### src/rtl/merlin_timer_target.sv
// merlin_timer_target
//   Memory-mapped machine timer that answers the merlin data-port request/response
//   protocol. It holds a 64-bit mtime counter, a 64-bit mtimecmp compare value, a
//   prescaler and a control register. It drives a level timer interrupt.
//   Each accepted request gets exactly one response, returned in order from a
//   2-entry response buffer.
//
//   Register window (byte offset from C_BASE_ADDR; addr[1:0] are ignored):
//     0x00 mtime[31:0]      RW    0x04 mtime[63:32]     RW
//     0x08 mtimecmp[31:0]   RW    0x0C mtimecmp[63:32]  RW
//     0x10 ctrl {irqen,en}  RW    0x14 prescale         RW
//     0x18 status {cmp_hit} RO    0x1C / outside window -> error response
//
// Ports
//   clk_i, resetb_i          clock, asynchronous active-low reset
//   clk_en_i                 global enable; when low every piece of state holds
//   treq*                    request channel (valid/ready, dvalid=1 means write)
//   trsp*                    response channel (valid/ready, rerr/werr, data)
//   timer_irq_o              registered interrupt: irqen & (mtime >= mtimecmp)
module merlin_timer_target #(
    parameter logic [31:0] C_BASE_ADDR  = 32'h0200_0000,
    parameter int          C_PRESCALE_W = 16
) (
    input  logic        clk_i,
    input  logic        resetb_i,
    input  logic        clk_en_i,
    output logic        treqready_o,
    input  logic        treqvalid_i,
    input  logic        treqdvalid_i,
    input  logic [31:0] treqaddr_i,
    input  logic [31:0] treqdata_i,
    input  logic        trspready_i,
    output logic        trspvalid_o,
    output logic        trsprerr_o,
    output logic        trspwerr_o,
    output logic [31:0] trspdata_o,
    output logic        timer_irq_o
);

    typedef struct packed {
        logic [31:0] data;
        logic        rerr;
        logic        werr;
    } rsp_t;

    localparam logic [C_PRESCALE_W-1:0] PCNT_ONE = {{(C_PRESCALE_W-1){1'b0}}, 1'b1};

    // Response buffer: entry 0 is always the head, so a pop shifts entry 1 down.
    rsp_t [1:0]              rsp_q, rsp_d;
    logic [1:0]              rcnt_q, rcnt_d;

    logic [63:0]             mtime_q, mtime_d;
    logic [63:0]             mtimecmp_q, mtimecmp_d;
    logic [1:0]              ctrl_q, ctrl_d;        // [1]=irqen, [0]=en
    logic [C_PRESCALE_W-1:0] prescale_q, prescale_d;
    logic [C_PRESCALE_W-1:0] pcnt_q, pcnt_d;
    logic                    irq_q, irq_d;

    logic        push, pop, wr_en, in_win, rd_ok, wr_ok, cmp_hit, tick, push_idx;
    logic [2:0]  widx;
    logic [31:0] rd_data;
    rsp_t        new_rsp;
    logic        unused_addr_lsb;

    assign unused_addr_lsb = ^treqaddr_i[1:0];

    assign trspvalid_o = (rcnt_q != 2'd0);
    // A pop in the same cycle frees a slot, so a full buffer can still accept.
    assign treqready_o = (rcnt_q < 2'd2) | ((rcnt_q == 2'd2) & trspvalid_o & trspready_i);
    assign trspdata_o  = rsp_q[0].data;
    assign trsprerr_o  = rsp_q[0].rerr;
    assign trspwerr_o  = rsp_q[0].werr;
    assign timer_irq_o = irq_q;

    assign push    = clk_en_i & treqvalid_i & treqready_o;
    assign pop     = clk_en_i & trspvalid_o & trspready_i;
    assign in_win  = (treqaddr_i[31:5] == C_BASE_ADDR[31:5]);
    assign widx    = treqaddr_i[4:2];
    assign cmp_hit = (mtime_q >= mtimecmp_q);
    assign tick    = ctrl_q[0] & (pcnt_q == prescale_q);
    assign rd_ok   = in_win & (widx != 3'd7);
    assign wr_ok   = in_win & (widx < 3'd6);
    assign wr_en   = push & treqdvalid_i & wr_ok;

    // Read data reflects register values before any same-cycle update.
    always_comb begin
        rd_data = 32'd0;
        case (widx)
            3'd0:    rd_data = mtime_q[31:0];
            3'd1:    rd_data = mtime_q[63:32];
            3'd2:    rd_data = mtimecmp_q[31:0];
            3'd3:    rd_data = mtimecmp_q[63:32];
            3'd4:    rd_data = {30'd0, ctrl_q};
            3'd5:    rd_data = 32'(prescale_q);
            3'd6:    rd_data = {31'd0, cmp_hit};
            default: rd_data = 32'd0;
        endcase
    end

    always_comb begin
        new_rsp.data = (!treqdvalid_i && rd_ok) ? rd_data : 32'd0;
        new_rsp.rerr = !treqdvalid_i && !rd_ok;
        new_rsp.werr = treqdvalid_i && !wr_ok;
    end

    // Response buffer bookkeeping.
    always_comb begin
        rsp_d    = rsp_q;
        rcnt_d   = rcnt_q;
        // Slot for the new entry once any same-cycle pop has shifted the buffer.
        push_idx = pop ? ~rcnt_q[0] : rcnt_q[0];
        if (pop) begin
            rsp_d[0] = rsp_q[1];
        end
        if (push) begin
            rsp_d[push_idx] = new_rsp;
        end
        rcnt_d = rcnt_q + {1'b0, push} - {1'b0, pop};
    end

    // Timer and register writes. A write to one mtime half replaces that half
    // only; the other half keeps its pre-increment value (no carry across).
    always_comb begin
        mtime_d    = mtime_q;
        mtimecmp_d = mtimecmp_q;
        ctrl_d     = ctrl_q;
        prescale_d = prescale_q;
        pcnt_d     = pcnt_q;
        irq_d      = irq_q;
        if (clk_en_i) begin
            irq_d = ctrl_q[1] & cmp_hit;
            if (ctrl_q[0]) begin
                if (tick) begin
                    pcnt_d  = '0;
                    mtime_d = mtime_q + 64'd1;
                end else begin
                    pcnt_d  = pcnt_q + PCNT_ONE;
                end
            end
            if (wr_en) begin
                case (widx)
                    3'd0: begin
                        mtime_d = {mtime_q[63:32], treqdata_i};
                        pcnt_d  = '0;
                    end
                    3'd1: begin
                        mtime_d = {treqdata_i, mtime_q[31:0]};
                        pcnt_d  = '0;
                    end
                    3'd2: mtimecmp_d = {mtimecmp_q[63:32], treqdata_i};
                    3'd3: mtimecmp_d = {treqdata_i, mtimecmp_q[31:0]};
                    3'd4: begin
                        ctrl_d = treqdata_i[1:0];
                        pcnt_d = '0;
                    end
                    3'd5: begin
                        prescale_d = treqdata_i[C_PRESCALE_W-1:0];
                        pcnt_d     = '0;
                    end
                    default: ;
                endcase
            end
        end
    end

    always_ff @(posedge clk_i or negedge resetb_i) begin
        if (!resetb_i) begin
            rsp_q      <= '0;
            rcnt_q     <= 2'd0;
            mtime_q    <= 64'd0;
            mtimecmp_q <= '1;
            ctrl_q     <= 2'd0;
            prescale_q <= '0;
            pcnt_q     <= '0;
            irq_q      <= 1'b0;
        end else begin
            rsp_q      <= rsp_d;
            rcnt_q     <= rcnt_d;
            mtime_q    <= mtime_d;
            mtimecmp_q <= mtimecmp_d;
            ctrl_q     <= ctrl_d;
            prescale_q <= prescale_d;
            pcnt_q     <= pcnt_d;
            irq_q      <= irq_d;
        end
    end

endmodule
### config.mk
export PLATFORM = sky130hd
export DESIGN_NAME = merlin_timer_target
export DESIGN_NICKNAME = d
export VERILOG_FILES = /design/src/rtl/merlin_timer_target.sv
export SDC_FILE = /design/constraint.sdc
export NUM_CORES = 1
export LEC_CHECK = 0
export ABC_CLOCK_PERIOD_IN_PS = 3200
export CORE_ASPECT_RATIO = 1.1
export CORE_UTILIZATION = 50
export CTS_CLUSTER_SIZE = 28
export DETAILED_ROUTE_END_ITERATION = 6
export PLACE_DENSITY_LB_ADDON = 0.2
export SYNTH_ARGS = -nofsm -noshare
export SYNTH_HDL_FRONTEND = slang
export SYNTH_SLANG_ARGS = --single-unit
export TNS_END_PERCENT = 100
### constraint.sdc
create_clock -name clk_i -period 3.2 [get_ports clk_i]
set_clock_uncertainty 0.15 [all_clocks]
set_input_delay 0.32 -clock clk_i [delete_from_list [all_inputs] [get_ports clk_i]]
set_output_delay 0.32 -clock clk_i [all_outputs]
set_load 0.01 [all_outputs]
## After elaboration in Yosys (flattened, before gate mapping)

Cells that the tools add are included.

- Muxes and demuxes: 17
- Equality and inequality tests: 12
- Add/sub/neg operators: 4
- Bitwise gates (word level): 16
- Reduce and logical (&&, ||, !) cells: 16
- Order comparisons: 5

Operators by type and width:

| kind | number |
|---|---|
| case mux 64 bit (2 select lines) | 2 |
| case mux 32 bit (7 select lines) | 1 |
| 2-to-1 mux 64 bit | 3 |
| 2-to-1 mux 34 bit | 3 |
| bitwise mux 68 bit | 1 |
| adder 64 x 1 -> 64 bit (second input constant) | 1 |
| greater-or-equal comparator 64 bit | 1 |
| 2-to-1 mux 16 bit | 4 |
| demux 34 bit (select 1 bit) | 1 |
| 2-to-1 mux 32 bit | 1 |
| equality test 27 x 21 -> 1 bit (second input constant) | 1 |
| adder 16 x 1 -> 16 bit (second input constant) | 1 |
| equality test 16 bit | 1 |
| bitwise AND 1 bit | 12 |
| equality test 3 bit (second input constant) | 3 |
| AND reduction 4 bit | 2 |
| equality test 3 x 2 -> 1 bit (second input constant) | 2 |
| AND reduction 3 bit | 2 |
| logical AND 1 bit | 4 |
| != test 2 bit (second input constant) | 2 |
| AND reduction 2 bit | 2 |
| OR reduction 4 bit | 1 |
| equality test 3 x 1 -> 1 bit (second input constant) | 1 |
| zero test 1 bit | 3 |
| other kinds (13) | 15 |

- Bits of input ports: 70
- Register bits: 233
- Output and inout port bits: 37
- Logic and storage cells: 85

## Depth between registers and ports, before layout

- Word-level depth: 10
- Gate-level depth with buffers: 9

## Worst setup path before layout

Ideal clock, no wire load.

- Path type: reg2reg
- Start point: register pcnt_q[6]
- End point: register mtime_q[41]
- Arrival time: 2.797 ns
- Period minus slack after synthesis: 3.016 ns
- Path buffers: 1
- Required time: 2.981 ns
- Setup time: 0.069 ns
- Path slack: 0.184 ns
- Cell stages (with the launch flop): 9
- Cells stage by stage: dfrtp_1 -> xor2_1 -> or4_4 -> nor4_4 -> nand4_4 -> or4_1 -> buf_2 -> or3_1 -> nand3_1

- Word-level cells in the longest chain between the ends: 6

Ends and longest elaborated chain:

| element | line | text |
|---|---|---|
| start, declared | 56 | `logic [C_PRESCALE_W-1:0] pcnt_q, pcnt_d;` |
| start signal, assigned | 183 | `pcnt_q <= pcnt_d;` |
| equality test 16 bit * | 80 | `assign tick = ctrl_q[0] & (pcnt_q == prescale_q);` |
| bitwise AND 1 bit * | 80 |  |
| 2-to-1 mux 64 bit * | 133 | `if (tick) begin` |
| 2-to-1 mux 64 bit * | 132 | `if (ctrl_q[0]) begin` |
| case mux 64 bit (2 select lines) | 141 | `case (widx)` |
| 2-to-1 mux 64 bit * | 140 | `if (wr_en) begin` |
| end signal, assigned | 179 | `mtime_q <= mtime_d;` |
| end, declared | 52 | `logic [63:0] mtime_q, mtime_d;` |

Every way passes the cells marked *; elsewhere a longest branch is shown, timed or not.
A chain may end at the register's enable or synchronous reset.

## Worst setup path after layout

- Start point: register pcnt_q[5]
- End point: register mtime_q[16]

Same word-level chain as after synthesis.

==> results.py <==
metrics = {
    "layout": {
        "final_common_cell": "nand2_1",
        "diodes": 0,
        "nFillCells": 2444,
        "drive_above_1_share": 0.2140,
        "nets": 1898,
        "syn_to_final_growth_pct": 20.38,
        "layout_common_cells": "nand2_1, dfrtp_1, o21ai_0, buf_4, a21oi_1",
    },
    "setup_path": {
        "cpPeakStageDelay_ns": 0.56,
        "required_ns": 3.48,
        "endpoint_kind": "flip-flop",
        "cp-startpoint": "pcnt_q[5]$_DFFE_PN0P_",
        "ff2ff_setup_slack_ns": 0.07,
        "ff2ff_path_depth": 9,
        "worst_path_dominant_cell_family": "simple AND/OR/NAND/NOR gates",
        "critPathMaxFanout": 7,
        "timing.rr.end": "mtime_q[16]$_DFFE_PN0P_",
        "critical_path_class": "flip-flop to flip-flop",
        "critPathLaunchType": "flip-flop",
        "worst_ep_arrival_time_ns": 3.41,
        "slowest_stage": "or4_4",
        "r2r-start": "pcnt_q[5]$_DFFE_PN0P_",
        "critical_path_buf_inv_count": 2,
        "cp_cell_sequence": "xor2_1 -> or4_4 -> or4_1 -> buf_6 -> nor4_4 -> buf_4 -> and3_1 -> o21ai_0 -> a22o_1",
    },
    "clocking": {
        "clk_pin_slew_ns": 0.06,
        "cts_made_buffers": 26,
        "clockBufferDepth": 3,
        "clkSinkCount": 233,
        "cts_tree": "built",
        "clock-root-buffer": "clkbuf_16",
        "ctsHtreeMaxLevel": 1,
        "clk_latency_ns": 0.54,
    },
    "logic_synthesis": {
        "synth_top_family_by_area": "simple AND/OR/NAND/NOR gates",
        "synth.top_cell.area_share": 0.2882,
        "yosysSeqAreaShare": 0.4028,
        "synth_seq_cells": 233,
        "synth_ff_type": "dfrtp_1",
        "synth-edff-count": 0,
        "synth_area_um2": 14670,
        "ys_top_cells_by_area": "dfrtp_1, dfstp_2, mux2_2",
        "synth_compound_area_frac": 0.1816,
        "ys_warn_count": 0,
        "synth-xor-area-share": 0.01074,
        "synthMuxAreaShare": 0.09747,
        "yosys.area.top_type": "dfrtp_1",
        "postSynthAreaPerCell_um2": 9.142,
        "synth.distinct_cells": 76,
        "synthSimpleGateAreaFrac": 0.1879,
        "synthAdderAreaFrac": 0.05799,
        "ys_async_sr_fraction": 1.000,
        "synthCells": 1605,
        "synth_fp_nets": 1743,
    },
    "hold_path": {
        "hold_path_end": "mtime_q[26]$_DFFE_PN0P_",
        "hp-start": "clk_en_i",
        "hp-class": "input pin to flip-flop",
        "min_path_cells": 3,
    },
    "outcome": {
        "status": "finished with violations",
        "violations": "design-rule violations",
    },
    "grt": {
        "grt_max_degree": 73,
        "antenna_found_initial": 0,
        "grt-ovfl-total": 0,
        "grt_pass1_wl_um": 74620,
        "grt_pass1_vias": 13310,
        "grt.total_usage": 0.3222,
    },
    "detailed_routing": {
        "routed-wl-met3_um": 4517,
        "drtAntennaViolNets": 0,
        "viasPerCell": 6.416,
        "wl_met2_um": 21780,
        "wl_um": 48000,
        "via_count": 13780,
        "dr.pass1.iters": 7,
        "dr.first_iter.drc_count": 1760,
        "wl_met1_um": 19600,
        "drc": 32,
        "wl_per_cell_um": 22.35,
        "highest_layer": "met4",
    },
    "job": {
        "cap_viol_max_count": 0,
    },
    "power": {
        "p_sw_frac": 0.2755,
        "switching_power_w": 0.002228,
        "combPwrFrac": 0.204,
        "cellPowerDensity_nw_per_um2": 458.0,
        "ir_worst_vdd_mv": 0.3268,
        "p_int_w": 0.005861,
        "p_leak_nw": 7.351,
        "p_clk_frac": 0.378,
        "pwr-share-seq": 0.418,
    },
    "timing": {
        "drv_slew": 0,
        "final-setup-viol-count": 0,
        "whs_ns": 0.08881,
        "fin_crit_sh": 0.9783,
        "max_freq_mhz": 319.4,
        "tns_ns": 0,
        "hold_viol": 0,
        "fin_crit_ns": 3.131,
        "grt_setup_unrepaired": "false",
        "slew_headroom": 0.2952,
        "worstMarginPinSlew_ns": 1.057,
    },
    "die": {
        "start_util": 0.5096,
        "die_y_um": 181.7,
        "core_um2": 28790,
        "die_w_um": 165.3,
        "io_pins": 107,
        "num_rows": 65,
        "die_area_um2": 30040,
    },
    "placement": {
        "io_buffers": 104,
        "dp_hpwl_um": 35370,
        "routabilityCongestion": 0.9962,
    },
}
==> how the worst max path moves through the flow <==
stage | to | cells past startpoint
floorplan | mtime_q[41]$_DFFE_PN0P_ | 8
global placement | mtime_q[54]$_DFFE_PN0P_ | 7
detailed placement | mtime_q[54]$_DFFE_PN0P_ | 7
CTS | mtime_q[16]$_DFFE_PN0P_ | 9
global route | mtime_q[61]$_DFFE_PN0P_ | 9
finish | mtime_q[16]$_DFFE_PN0P_ | 9
==> registers in the layout, summed over array words and instances, names as in the netlist, 2 cells and up <==
register	flops
rsp_q	34
mtimecmp_q	64
mtime_q	64
pcnt_q	16
ctrl_q	2
prescale_q	16
trspdata_o	32
rcnt_q	2
==> layout make-up <==
| cell class | instances | area (um^2) | area share |
|---|---|---|---|
| repair buffers | 243 | 2160 | 0.1223 |
| inverters | 84 | 315.3 | 0.01785 |
| multi-input cells | 1172 | 7938 | 0.4494 |
| clock buffers | 42 | 822.0 | 0.04654 |
| well taps | 368 | 460.4 | 0.02607 |
| flip-flops and latches | 233 | 5911 | 0.3346 |
| clock inverters | 6 | 57.56 | 0.003258 |
==> worst register-to-register path, cell delays in order, from the launching register on <==
cell	delay, ns
dfrtp_1	0.42
xor2_1	0.21
or4_4	0.56
or4_1	0.55
buf_6	0.18
nor4_4	0.27
buf_4	0.18
and3_1	0.17
o21ai_0	0.08
a22o_1	0.26
==> power groups by stage <==
stage	logic, W	clock network, W	registers [W]
after floorplan	0.00104	0	0.00339
after global placement	0.00160	0	0.00342
after detailed placement	0.00163	0	0.00343
after CTS	0.00164	0.00309	0.00338
after global routing	0.00180	0.00321	0.00341
final	0.00165	0.00306	0.00338
==> Yosys cell counts, types with 37 or more instances <==
| cell type | number |
|---|---|
| nand2_1 | 234 |
| dfrtp_1 | 169 |
| o21ai_0 | 136 |
| a21oi_1 | 118 |
| inv_1 | 81 |
| mux2_2 | 81 |
| clkbuf_1 | 68 |
| ha_1 | 68 |
| dfstp_2 | 64 |
| nor2_1 | 59 |
| and3_1 | 50 |
| nand3_1 | 48 |
| nand4_1 | 37 |
==> logic make-up (layout without fill, tap and decap cells) <==
family          after synthesis  in the layout
mux                         109            109
simple gates                548            548
buf+inv                     200            375
fa+ha+maj                    68             68
xor+xnor                     18             18
compound gates              429            429
flops                       233            233
==> what timing repair did <==
action / CTS / global route
setup endpoints to repair: 1 / 19
resized for setup: 1 / 13
hold buffers: 1 / 0
endpoints found under the hold margin: 97 / 0
buffers inserted: 0 / 4
pin swaps: 0 / 5
==> stage by stage <==
stage / total power, W / std cells / area, um^2 / utilization / setup slack (ns)
3_5_place_dp: 0.005065 / 2095 / 16680 / 0.5794 / 0.009640
6_report: 0.008089 / 2148 / 17660 / 0.6135 / 0.06934
2_1_floorplan: 0.004424 / 1605 / 14670 / - / 0.1841
3_3_place_gp: 0.005014 / 2095 / 16680 / 0.5794 / 0.02535
5_1_grt: 0.008430 / 2148 / 17660 / 0.6135 / 0.01625
4_1_cts: 0.008120 / 2144 / 17580 / 0.6106 / 0.01111
==> metal layers <==
layer | global-route usage | vias up
met5 | 0 | -
met3 | 0.05322 | 163
li1 | - | 6176
met1 | 0.4440 | 6695
met2 | 0.4987 | 747
met4 | 0.1385 | 0
No activity file was read; power rests on OpenSTA's default activity.
